--- src/rtl/stim_ramp_seq.sv ---
// rtl/stim_ramp_seq.sv - ramp stimulus sequencer: EN1/EN2 burst generator with ROM address walk
module stim_ramp_seq #(
  parameter int AW    = 8,
  parameter int DEPTH = 256,
  parameter int STEPS = 16,
  parameter int DIV_W = 8
) (
  input  logic             CLK,
  input  logic             RST,
  input  logic             START,
  input  logic             STOP,
  input  logic [DIV_W-1:0] step_div,
  input  logic [DIV_W-1:0] hold_len,
  output logic             EN1,
  output logic             EN2,
  output logic [AW-1:0]    rom_addr,
  output logic [4:0]       step_cnt,
  output logic             busy,
  output logic             done
);

  localparam logic [1:0] S_IDLE = 2'd0;
  localparam logic [1:0] S_RAMP = 2'd1;
  localparam logic [1:0] S_HOLD = 2'd2;
  localparam logic [1:0] S_END  = 2'd3;

  localparam logic [DIV_W-1:0] DIV_ONE   = DIV_W'(1);
  localparam logic [AW-1:0]    ADDR_LAST = AW'(DEPTH - 1);
  localparam logic [AW-1:0]    ADDR_ONE  = AW'(1);
  localparam logic [4:0]       STEPS_C   = 5'(STEPS);

  logic [1:0]       state;
  logic [DIV_W-1:0] div_lat;
  logic [DIV_W-1:0] hold_lat;
  logic [DIV_W-1:0] div_cnt;
  logic [DIV_W-1:0] hold_cnt;
  logic [DIV_W-1:0] div_nxt;
  logic             pulse_nxt;
  logic [AW-1:0]    addr_inc;

  // div_cnt is the index of the current RAMP cycle within its step; EN2 is
  // registered for the cycle whose index equals the latched divider.
  always_comb begin
    div_nxt   = (div_cnt == div_lat) ? '0 : div_cnt + DIV_ONE;
    pulse_nxt = (div_nxt == div_lat) && (step_cnt < STEPS_C);
    addr_inc  = (rom_addr == ADDR_LAST) ? '0 : rom_addr + ADDR_ONE;
  end

  always_ff @(posedge CLK) begin
    if (RST) begin
      state    <= S_IDLE;
      div_lat  <= '0;
      hold_lat <= '0;
      div_cnt  <= '0;
      hold_cnt <= '0;
      EN1      <= 1'b0;
      EN2      <= 1'b0;
      rom_addr <= '0;
      step_cnt <= '0;
      busy     <= 1'b0;
      done     <= 1'b0;
    end else begin
      case (state)
        S_IDLE: begin
          EN1      <= 1'b0;
          EN2      <= 1'b0;
          rom_addr <= '0;
          done     <= 1'b0;
          if (START) begin
            // step_div of 0 would make EN2 continuous; treat it as 1
            div_lat  <= (step_div == '0) ? DIV_ONE : step_div;
            hold_lat <= hold_len;
            div_cnt  <= '0;
            step_cnt <= '0;
            state    <= S_RAMP;
            EN1      <= 1'b1;
            busy     <= 1'b1;
          end
        end
        S_RAMP: begin
          if (STOP) begin
            state    <= S_END;
            EN1      <= 1'b0;
            EN2      <= 1'b0;
            rom_addr <= '0;
            done     <= 1'b0;
          end else if (EN2 && (step_cnt == STEPS_C)) begin
            state    <= S_HOLD;
            hold_cnt <= '0;
            EN2      <= 1'b0;
            rom_addr <= addr_inc;
          end else begin
            div_cnt  <= div_nxt;
            EN2      <= pulse_nxt;
            rom_addr <= addr_inc;
            if (pulse_nxt) begin
              step_cnt <= step_cnt + 5'd1;
            end
          end
        end
        S_HOLD: begin
          EN2 <= 1'b0;
          if (STOP || (hold_cnt == hold_lat)) begin
            state    <= S_END;
            EN1      <= 1'b0;
            rom_addr <= '0;
            done     <= !STOP;
          end else begin
            hold_cnt <= hold_cnt + DIV_ONE;
            rom_addr <= addr_inc;
          end
        end
        default: begin
          state    <= S_IDLE;
          EN1      <= 1'b0;
          EN2      <= 1'b0;
          rom_addr <= '0;
          busy     <= 1'b0;
          done     <= 1'b0;
        end
      endcase
    end
  end

endmodule

--- config.mk ---
export PLATFORM = sky130hd
export DESIGN_NAME = stim_ramp_seq
export DESIGN_NICKNAME = d
export VERILOG_FILES = /design/src/rtl/stim_ramp_seq.sv
export SDC_FILE = /design/constraint.sdc
export NUM_CORES = 1
export LEC_CHECK = 0
export ABC_AREA = 1
export BUFFER_PORTS_ARGS = -buffer_cell sky130_fd_sc_hd__buf_2
export CELL_PAD_IN_SITES_DETAIL_PLACEMENT = 1
export CELL_PAD_IN_SITES_GLOBAL_PLACEMENT = 1
export CORE_UTILIZATION = 44
export CTS_CLUSTER_SIZE = 20
export DETAILED_ROUTE_END_ITERATION = 8
export PLACE_DENSITY_LB_ADDON = 0.2
export REMOVE_ABC_BUFFERS = 1
export SKIP_LAST_GASP = 1
export SLEW_MARGIN = 30
export SYNTH_ARGS = -nofsm -noshare
export SYNTH_HDL_FRONTEND = slang
export SYNTH_SLANG_ARGS = --single-unit
--- constraint.sdc ---
create_clock -name CLK -period 4.9 [get_ports CLK]
set_input_delay 0.49 -clock CLK [delete_from_list [all_inputs] [get_ports CLK]]
set_output_delay 0.49 -clock CLK [all_outputs]
set_load 0.01 [all_outputs]
==> impl_metrics.env, run 1 <==
export IMPL_multi_input_area_um2=1491
export IMPL_clkPwrFrac=0.192
export IMPL_slew_headroom=0.5159
export IMPL_cp_num_buf_inv=2
export IMPL_numPortBuffers=36
export IMPL_p_per_area_nw_per_um2=460.9
export IMPL_net_switching_power_uw=602.4
export IMPL_criticalPathCategory="reg -> reg"
export IMPL_setup_ws_ns=2.702
export IMPL_fmax_mhz=454.9
export IMPL_synth_top_family_by_area="simple AND/OR/NAND/NOR gates"
export IMPL_synth_avg_cell_area_um2=7.087
export IMPL_synthAdderAreaFrac=0.04106
export IMPL_ys_flop_type="dfxtp_1"
export IMPL_cp_max_fo=13
export IMPL_antenna_cells=0
export IMPL_ys_types=35
export IMPL_coreArea_um2=5956
export IMPL_crit_path_end_kind="flip-flop"
export IMPL_crit_path_frequent_cell="inv_1"
export IMPL_num_fill_cells=805
export IMPL_synth_edff_count=0
export IMPL_wl_um=6828
export IMPL_async_reset_ff_frac=0
export IMPL_drc=0
export IMPL_internal_power_uw=814.6
export IMPL_cts_root_buf="clkbuf_8"
export IMPL_synth_compound_area_frac=0.1446
export IMPL_clkLatencyLatePin_ns=0.31
export IMPL_cp_depth=8
export IMPL_postLayoutCellArea_um2=3074
export IMPL_tightest_slew_ns=0.7253
export IMPL_crit_slowest_cell="o21ai_1"
export IMPL_swShare=0.4251
export IMPL_yosysSeqAreaShare=0.3723
export IMPL_synth_xor_area_frac=0.06706
export IMPL_dieArea_um2=6553
export IMPL_clock_sinks=51
export IMPL_layout_common_cells="82 x nand2_1, 51 x dfxtp_1, 46 x inv_1"
export IMPL_grt_max_degree=30
export IMPL_synth_top_cell_area_share=0.3723
export IMPL_pwr_share_comb=0.415
export IMPL_yosys_area_share_simple=0.2901
export IMPL_wl_per_cell_um=13.74
export IMPL_drv_cap=0
export IMPL_final_common_cell="nand2_1"
export IMPL_cts_hold_buf=0
export IMPL_crit_chain="inv_1 -> ha_1 -> inv_1 -> o21ai_0 -> nand2_1 -> o21ai_1 -> o21bai_1 -> nor2_1"
export IMPL_synth_mux_area_frac=0
export IMPL_synth_area_leaders="dfxtp_1 37%, nand2_1 11%, inv_1 6.3%, a21oi_1 5.5%, nor2_1 5.2%"
export IMPL_die_w_um=80.95
export IMPL_nets=450
export IMPL_drtIter0Drc=115
export IMPL_rsz0062_at_grt="false"
export IMPL_grt_usage=0.2244
export IMPL_max_clock_path_buffers=2
export IMPL_finalCritPeriodShare=0.4486
export IMPL_grt_pass1_wl_um=11490
export IMPL_tns_ns=0
export IMPL_regArea_um2=1021
export IMPL_r2r_cells=8
export IMPL_hold_path_cell_count=3
export IMPL_placed_area_um2=2968
export IMPL_vdd_drop_max_mv=0.2441
export IMPL_grt_overflow_total=0
export IMPL_hold_class="in -> reg"
export IMPL_antenna_found_initial=0
export IMPL_io_pins=37
export IMPL_synth_warnings=0
export IMPL_start_kind="flip-flop"
export IMPL_syn_area_um2=2743
export IMPL_post_cts_buffers=0
export IMPL_fin_crit_ns=2.198
export IMPL_cts_tree="done"
export IMPL_hold_violations=0
export IMPL_place_ws_ns=2.671
export IMPL_p_leak_nw=1.363
export IMPL_cts_resized=0
export IMPL_critPathMaxStageDelay_ns=0.50
export IMPL_critPathTopFamily="compound AO/OA/AOI/OAI gates"
export IMPL_rows=28
export IMPL_start_util=0.4605
export IMPL_cts_made_buffers=5
export IMPL_ys_seq_elements=51
export IMPL_synth_top_cell_by_area="dfxtp_1"
export IMPL_drive_above_1_share=0.1445
export IMPL_status="complete, no violations"
export IMPL_crit_arrival_ns=2.40
export IMPL_area_growth_pct=12.09
export IMPL_h_tree_depth=2
export IMPL_setup_viol=0
export IMPL_dp_hpwl_um=5073
export IMPL_antenna_left=0
export IMPL_avgViaCountPerCell=5.237
export IMPL_crit_required_ns=5.10
export IMPL_clock_skew_ns=0.008020
export IMPL_seq_power_share=0.393
export IMPL_clkTransAtPathRegs_ns=0.09
export IMPL_synth_cells=387
export IMPL_grt_pass1_vias=2551
export IMPL_gp_congestion=0.7664
export IMPL_dr_pass1_iters=4
export IMPL_vias=2603
export IMPL_die_h_um=80.95
export IMPL_slew_violations=0
per-layer routing:
layer / vias up / GRT usage / part of all wire
met5: - / 0 / 0
met3: 7 / 0.03034 / 0.023
met2: 33 / 0.4227 / 0.51
met1: 1243 / 0.2651 / 0.45
li1: 1320 / - / -
met4: 0 / 0.05357 / 0.010
sequential cells by signal, indices dropped and copies added, names as in the netlist:
register and flops:
hold_lat 8, step_cnt 5, busy 1, EN2 1, hold_cnt 8, div_lat 8, div_cnt 8, done 1
state 2, EN1 1, rom_addr 8
Yosys cell counts (6+ instances only):
cell type and count:
nand2_1 83, o21ai_0 25, nor2_1 38, dfxtp_1 51, xor2_1 14, inv_1 46, ha_1 9, a21oi_1 30
xnor2_1 7, clkbuf_1 7, nand4_1 6, nand3_1 28
power by group through the flow:
| stage | registers (mW) | clock network, mW | logic [mW] |
|---|---|---|---|
| after CTS | 0.558 | 0.279 | 0.593 |
| final | 0.557 | 0.272 | 0.588 |
| after floorplan | 0.559 | 0 | 0.425 |
| after detailed placement | 0.567 | 0 | 0.588 |
| after global placement | 0.561 | 0 | 0.567 |
| after global routing | 0.568 | 0.294 | 0.667 |
tightest hold or removal path, cell delays in order:
cell,delay (ns)
buf_2,0.07
o21ai_0,0.07
nor2_1,0.08
path summary, 6_finish.rpt:
kind	endpoint	slack, ns	startpoint
setup reg to reg	hold_cnt[7]	2.70	state[1]
setup / recovery	hold_cnt[7]	2.70	state[1]
hold reg to reg	rom_addr[0]	0.48	rom_addr[0]
hold / removal	hold_lat[6]	0.43	hold_len[6]
area by class of cell:
type / instances / area share
Multi-Input combinational cell: 278 / 0.4851
Sequential cell: 51 / 0.3321
Inverter: 49 / 0.05983
Timing Repair Buffer: 36 / 0.05861
Clock buffer: 7 / 0.03134
Tap cell: 75 / 0.03053
Clock inverter: 1 / 0.002442
kinds of logic after synthesis:
kind of cell             after synthesis
XOR/XNOR                              21
AND/OR/NAND/NOR                      178
flip-flops                            51
adder cells (fa/ha/maj)                9
AO/OA/AOI/OAI                         70
buffers and inverters                 58
through the flow:
step                      hold WS (ns)  instances  utilization  power [mW]
after floorplan                 0.4454        378            -      0.9847
after global placement          0.4443        489       0.4983       1.127
after detailed placement        0.4632        489       0.4983       1.154
after CTS                       0.4337        497       0.5158       1.429
after global routing            0.4571        497       0.5162       1.528
final                           0.4342        497       0.5162       1.417
(Power assumes the default switching activity.)
==> run 2: changes to the inputs <==
Settings changed: CORE_UTILIZATION 44 to 41.
Clock period 4.9 ns to 2.2 ns, I/O delays scaled along.
==> impl_metrics.env, run 2 (synthesized netlist as in run 1, its figures left out) <==
export IMPL_status="complete, no violations"
export IMPL_wl_per_cell_um=13.57
export IMPL_setup_viol=0
export IMPL_swShare=0.4320
export IMPL_drive_above_1_share=0.1721
export IMPL_antenna_found_initial=0
export IMPL_placed_cells=498
export IMPL_crit_path_end_kind="flip-flop"
export IMPL_internal_power_mw=1.814
export IMPL_avgViaCountPerCell=5.178
export IMPL_cp_max_fo=8
export IMPL_hold_violations=0
export IMPL_criticalPathCategory="reg -> reg"
export IMPL_regToRegEndpoint="step_cnt[0]"
export IMPL_fin_cells=507
export IMPL_coreArea_um2=6386
export IMPL_clkLatencyLatePin_ns=0.31
export IMPL_r2r_slack_ns=0.11
export IMPL_fmax_mhz=479.5
export IMPL_seq_power_share=0.389
export IMPL_cts_made_buffers=5
export IMPL_clock_skew_ns=0.009837
export IMPL_rr_startpoint="div_cnt[0]"
export IMPL_p_leak_nw=1.400
export IMPL_layout_common_cells="83 x nand2_1, 48 x dfxtp_1, 46 x inv_1"
export IMPL_wl_um=6878
export IMPL_max_clock_path_buffers=2
export IMPL_crit_chain="ha_2 -> nand2_1 -> nor2_1 -> nand2_1 -> xor2_2 -> nand2_1 -> nand2_1 -> nand2_1 -> nor2_2 -> nand3_2 -> o21bai_4 -> nand3_1 -> nand2_1 -> nor2_1"
export IMPL_rsz0062_at_grt="true"
export IMPL_slew_violations=0
export IMPL_fin_crit_ns=2.086
export IMPL_utilization=0.4922
export IMPL_cts_root_buf="clkbuf_8"
export IMPL_placed_area_um2=3023
export IMPL_drc=0
export IMPL_hold_slack_ns=0.1555
export IMPL_numPortBuffers=36
export IMPL_vias=2625
export IMPL_grt_overflow_total=0
export IMPL_cp_num_buf_inv=0
export IMPL_hold_class="in -> reg"
export IMPL_r2r_cells=14
export IMPL_clkPwrFrac=0.179
export IMPL_critPathMaxStageDelay_ns=0.38
export IMPL_postLayoutCellArea_um2=3143
export IMPL_drtIter0Drc=56
export IMPL_crit_path_frequent_cell="nand2_1"
export IMPL_nets=458
export IMPL_start_util=0.4295
export IMPL_gp_congestion=0.8064
export IMPL_die_w_um=83.79
export IMPL_place_ws_ns=0.1118
export IMPL_dp_hpwl_um=5242
export IMPL_clkTransAtPathRegs_ns=0.10
export IMPL_min_delay_worst_endpoint="hold_lat[7]"
export IMPL_h_tree_depth=2
export IMPL_area_growth_pct=14.60
export IMPL_finalCritPeriodShare=0.9480
export IMPL_start_kind="flip-flop"
export IMPL_grt_pass1_wl_um=11270
export IMPL_drv_cap=0
export IMPL_cts_tree="done"
export IMPL_net_switching_power_mw=1.380
export IMPL_crit_slowest_cell="dfxtp_4"
export IMPL_grt_max_degree=24
export IMPL_rows=29
export IMPL_pwr_share_comb=0.432
export IMPL_crit_required_ns=2.41
export IMPL_vdd_drop_max_mv=0.4624
export IMPL_final_common_cell="nand2_1"
export IMPL_tightest_slew_ns=0.3525
export IMPL_setup_ws_ns=0.1144
export IMPL_antenna_left=0
export IMPL_p_per_area_nw_per_um2=1016
export IMPL_grt_pass1_vias=2581
export IMPL_dr_pass1_iters=4
export IMPL_grt_usage=0.1995
export IMPL_io_pins=37
export IMPL_critPathTopFamily="simple AND/OR/NAND/NOR gates"
export IMPL_antenna_cells=0
export IMPL_crit_arrival_ns=2.29
export IMPL_slew_headroom=0.7589
export IMPL_clock_sinks=51
export IMPL_dieArea_um2=7021
export IMPL_worstHoldStart="hold_len[7]"
export IMPL_hold_path_cell_count=3
export IMPL_die_h_um=83.79
==> run 2: changes by cell type in the layout (fill, tap and decap cells not counted), sizes merged <==
cell / change
inv: +2
clkbuf: -2
buf: +8
clkinvlp: -1
clkinv: +1
==> run 2: tightest hold or removal path: cells and delay by family <==
family | cells | cell delay (ns)
AO/OA/AOI/OAI | 1 | 0.07
buffers and inverters | 1 | 0.07
AND/OR/NAND/NOR | 1 | 0.07
==> run 2: layer usage <==
metal | vias to the layer above | track usage | share of wire
li1 | 1332 | - | -
met1 | 1253 | 0.2421 | 0.46
met2 | 32 | 0.3636 | 0.50
met3 | 8 | 0.03264 | 0.026
met4 | 0 | 0.05085 | 0.013
met5 | - | 0 | 0
==> run 2: cell type report <==
cell class | instances | area (um^2)
clock inverter | 3 | 22.52
fill | 863 | 3243
sequential | 51 | 1030
tap | 77 | 96.34
multi-input combinational | 278 | 1501
clock buffer | 5 | 68.82
inverter | 49 | 183.9
timing repair buffer | 44 | 240.2
==> run 2: through the flow <==
step	power [mW]	setup TNS (ns)
floorplan	2.193	0
global placement	2.590	0
detailed placement	2.653	0
CTS	3.234	0
global route	3.465	-0.1199
finish	3.194	0
==> run 2: worst max path at each step <==
stage          startpoint          end  slack (ns)  depth (start not counted)
6_report       div_cnt[0]  step_cnt[0]        0.11                         14
4_1_cts        div_cnt[0]  step_cnt[0]        0.07                         14
2_1_floorplan  div_cnt[1]  step_cnt[0]        0.38                         14
3_5_place_dp   div_cnt[0]  step_cnt[0]        0.11                         14
3_3_place_gp   div_cnt[0]  step_cnt[1]        0.22                         14
5_1_grt        div_cnt[0]  step_cnt[3]       -0.05                         14
==> run 2: repair_timing <==
item | 4_1_cts | 5_1_grt
endpoints found under the setup margin | 0 | 6
hold buffers | 0 | 0
hold endpoints to repair | 0 | 0
setup buffers | 0 | 1
resized for setup | 0 | 9
==> run 2: power groups by stage <==
stage | sequential (mW) | combinational (mW) | clock, mW
after floorplan | 1.25 | 0.947 | 0
after global placement | 1.25 | 1.34 | 0
after detailed placement | 1.26 | 1.39 | 0
after CTS | 1.24 | 1.39 | 0.598
after global routing | 1.26 | 1.57 | 0.629
final | 1.24 | 1.38 | 0.573
==> run 3: changes to the inputs <==
Settings changed: CORE_ASPECT_RATIO set to 0.6.
==> impl_metrics.env, run 3 (synthesized netlist as in run 1, its figures left out) <==
export IMPL_status="complete, no violations"
export IMPL_max_clock_path_buffers=2
export IMPL_crit_required_ns=2.41
export IMPL_regToRegEndpoint="step_cnt[2]"
export IMPL_cts_hold_buf=0
export IMPL_avgViaCountPerCell=5.048
export IMPL_slew_headroom=0.7331
export IMPL_die_w_um=107.6
export IMPL_cp_depth=13
export IMPL_tightest_slew_ns=0.3903
export IMPL_critPathTopFamily="simple AND/OR/NAND/NOR gates"
export IMPL_clock_skew_ns=0.004017
export IMPL_antenna_cells=0
export IMPL_drive_above_1_share=0.2069
export IMPL_cp_num_buf_inv=2
export IMPL_wl_per_cell_um=15.48
export IMPL_grt_overflow_total=0
export IMPL_finalCritPeriodShare=0.9560
export IMPL_critPathMaxStageDelay_ns=0.35
export IMPL_slew_violations=0
export IMPL_hold_path_cell_count=3
export IMPL_crit_arrival_ns=2.32
export IMPL_fmax_mhz=475.5
export IMPL_antenna_found_initial=0
export IMPL_p_leak_nw=1.449
export IMPL_r2r_slack_ns=0.1
export IMPL_crit_chain="xnor2_1 -> nand2_1 -> nor2_4 -> nand2_4 -> buf_4 -> nand3b_1 -> nand2_1 -> inv_1 -> nand3_2 -> o21bai_4 -> nand3_2 -> nand2_1 -> nor2_1"
export IMPL_crit_path_end_kind="flip-flop"
export IMPL_io_pins=37
export IMPL_worstHoldStart="hold_len[6]"
export IMPL_r2r_cells=13
export IMPL_clkLatencyLatePin_ns=0.31
export IMPL_cts_tree="done"
export IMPL_clkTransAtPathRegs_ns=0.09
export IMPL_drtIter0Drc=81
export IMPL_grt_usage=0.2332
export IMPL_crit_slowest_cell="dfxtp_1"
export IMPL_h_tree_depth=2
export IMPL_utilization=0.5255
export IMPL_setup_ws_ns=0.09675
export IMPL_coreArea_um2=6276
export IMPL_cp_max_fo=8
export IMPL_place_ws_ns=0.09465
export IMPL_clock_sinks=51
export IMPL_die_h_um=65.36
export IMPL_vias=2620
export IMPL_min_delay_worst_endpoint="hold_lat[6]"
export IMPL_total_power_mw=3.536
export IMPL_wl_um=8035
export IMPL_rr_startpoint="div_cnt[7]"
export IMPL_vdd_drop_max_mv=0.5347
export IMPL_dr_pass1_iters=4
export IMPL_hold_class="in -> reg"
export IMPL_start_util=0.4370
export IMPL_hold_slack_ns=0.1799
export IMPL_critPathLaunch="div_cnt[7]"
export IMPL_numPortBuffers=36
export IMPL_cts_made_buffers=5
export IMPL_grt_max_degree=30
export IMPL_rows=22
export IMPL_nets=464
export IMPL_dieArea_um2=7032
export IMPL_start_kind="flip-flop"
export IMPL_hold_violations=0
export IMPL_gp_congestion=0.8090
export IMPL_drc=0
export IMPL_setup_viol=0
export IMPL_fin_crit_ns=2.103
export IMPL_grt_pass1_vias=2541
export IMPL_area_growth_pct=20.26
export IMPL_cts_root_buf="clkbuf_8"
export IMPL_crit_path_frequent_cell="nand2_1"
export IMPL_antenna_left=0
export IMPL_grt_pass1_wl_um=12450
export IMPL_layout_common_cells="80 x nand2_1, 45 x dfxtp_1, 45 x inv_1"
export IMPL_drv_cap=0
export IMPL_p_per_area_nw_per_um2=1072
export IMPL_criticalPathCategory="reg -> reg"
export IMPL_final_common_cell="nand2_1"
export IMPL_dp_hpwl_um=5894
## run 3: worst max-delay path by stage
stage | endpoint | slack [ns]
4_1_cts | step_cnt[2] | 0.05
5_1_grt | step_cnt[2] | -0.06
3_3_place_gp | step_cnt[1] | 0.21
3_5_place_dp | step_cnt[2] | 0.09
2_1_floorplan | step_cnt[0] | 0.38
6_report | step_cnt[2] | 0.1
## run 3: metrics by stage
step           cell area [um^2]  setup TNS (ns)  cells
2_1_floorplan              2694               0    378
3_3_place_gp               3024               0    504
3_5_place_dp               3024               0    504
4_1_cts                    3127               0    511
5_1_grt                    3298         -0.1569    519
6_report                   3298               0    519
## run 3: what timing repair did
item / 4_1_cts / 5_1_grt
gates resized for setup: 0 / 30
endpoints found under the setup margin: 0 / 6
buffers inserted: 0 / 7
## run 3: power breakdown
group	switching (mW)	internal (mW)	leakage, nW
clock network	0.314	0.334	0.0513
logic	1.04	0.607	0.977
registers	0.153	1.09	0.421
total	1.51	2.03	1.45
## run 3: cell type report
cell class	count	area, um^2
Clock buffer	6	72.57
Clock inverter	1	30.03
Fill cell	842	2978
Inverter	49	183.9
Multi-Input combinational cell	279	1587
Sequential cell	51	1039
Tap cell	84	105.1
Timing Repair Buffer	49	281.5
## run 3: worst reg2reg max path, cell delays in order (launching register included)
cell and delay (ns):
dfxtp_1 0.35, xnor2_1 0.21, nand2_1 0.13, nor2_4 0.16
nand2_4 0.09, buf_4 0.17, nand3b_1 0.10, nand2_1 0.08
inv_1 0.07, nand3_2 0.11, o21bai_4 0.28, nand3_2 0.11
nand2_1 0.09, nor2_1 0.05
## run 3: layer usage
metal | up-vias | track usage | wire length [um]
met1 | 1233 | 0.3276 | 4109
met3 | 8 | 0.04663 | 274
met5 | - | 0 | 0
met2 | 32 | 0.3654 | 3579
met4 | 0 | 0.05822 | 72
li1 | 1347 | - | -
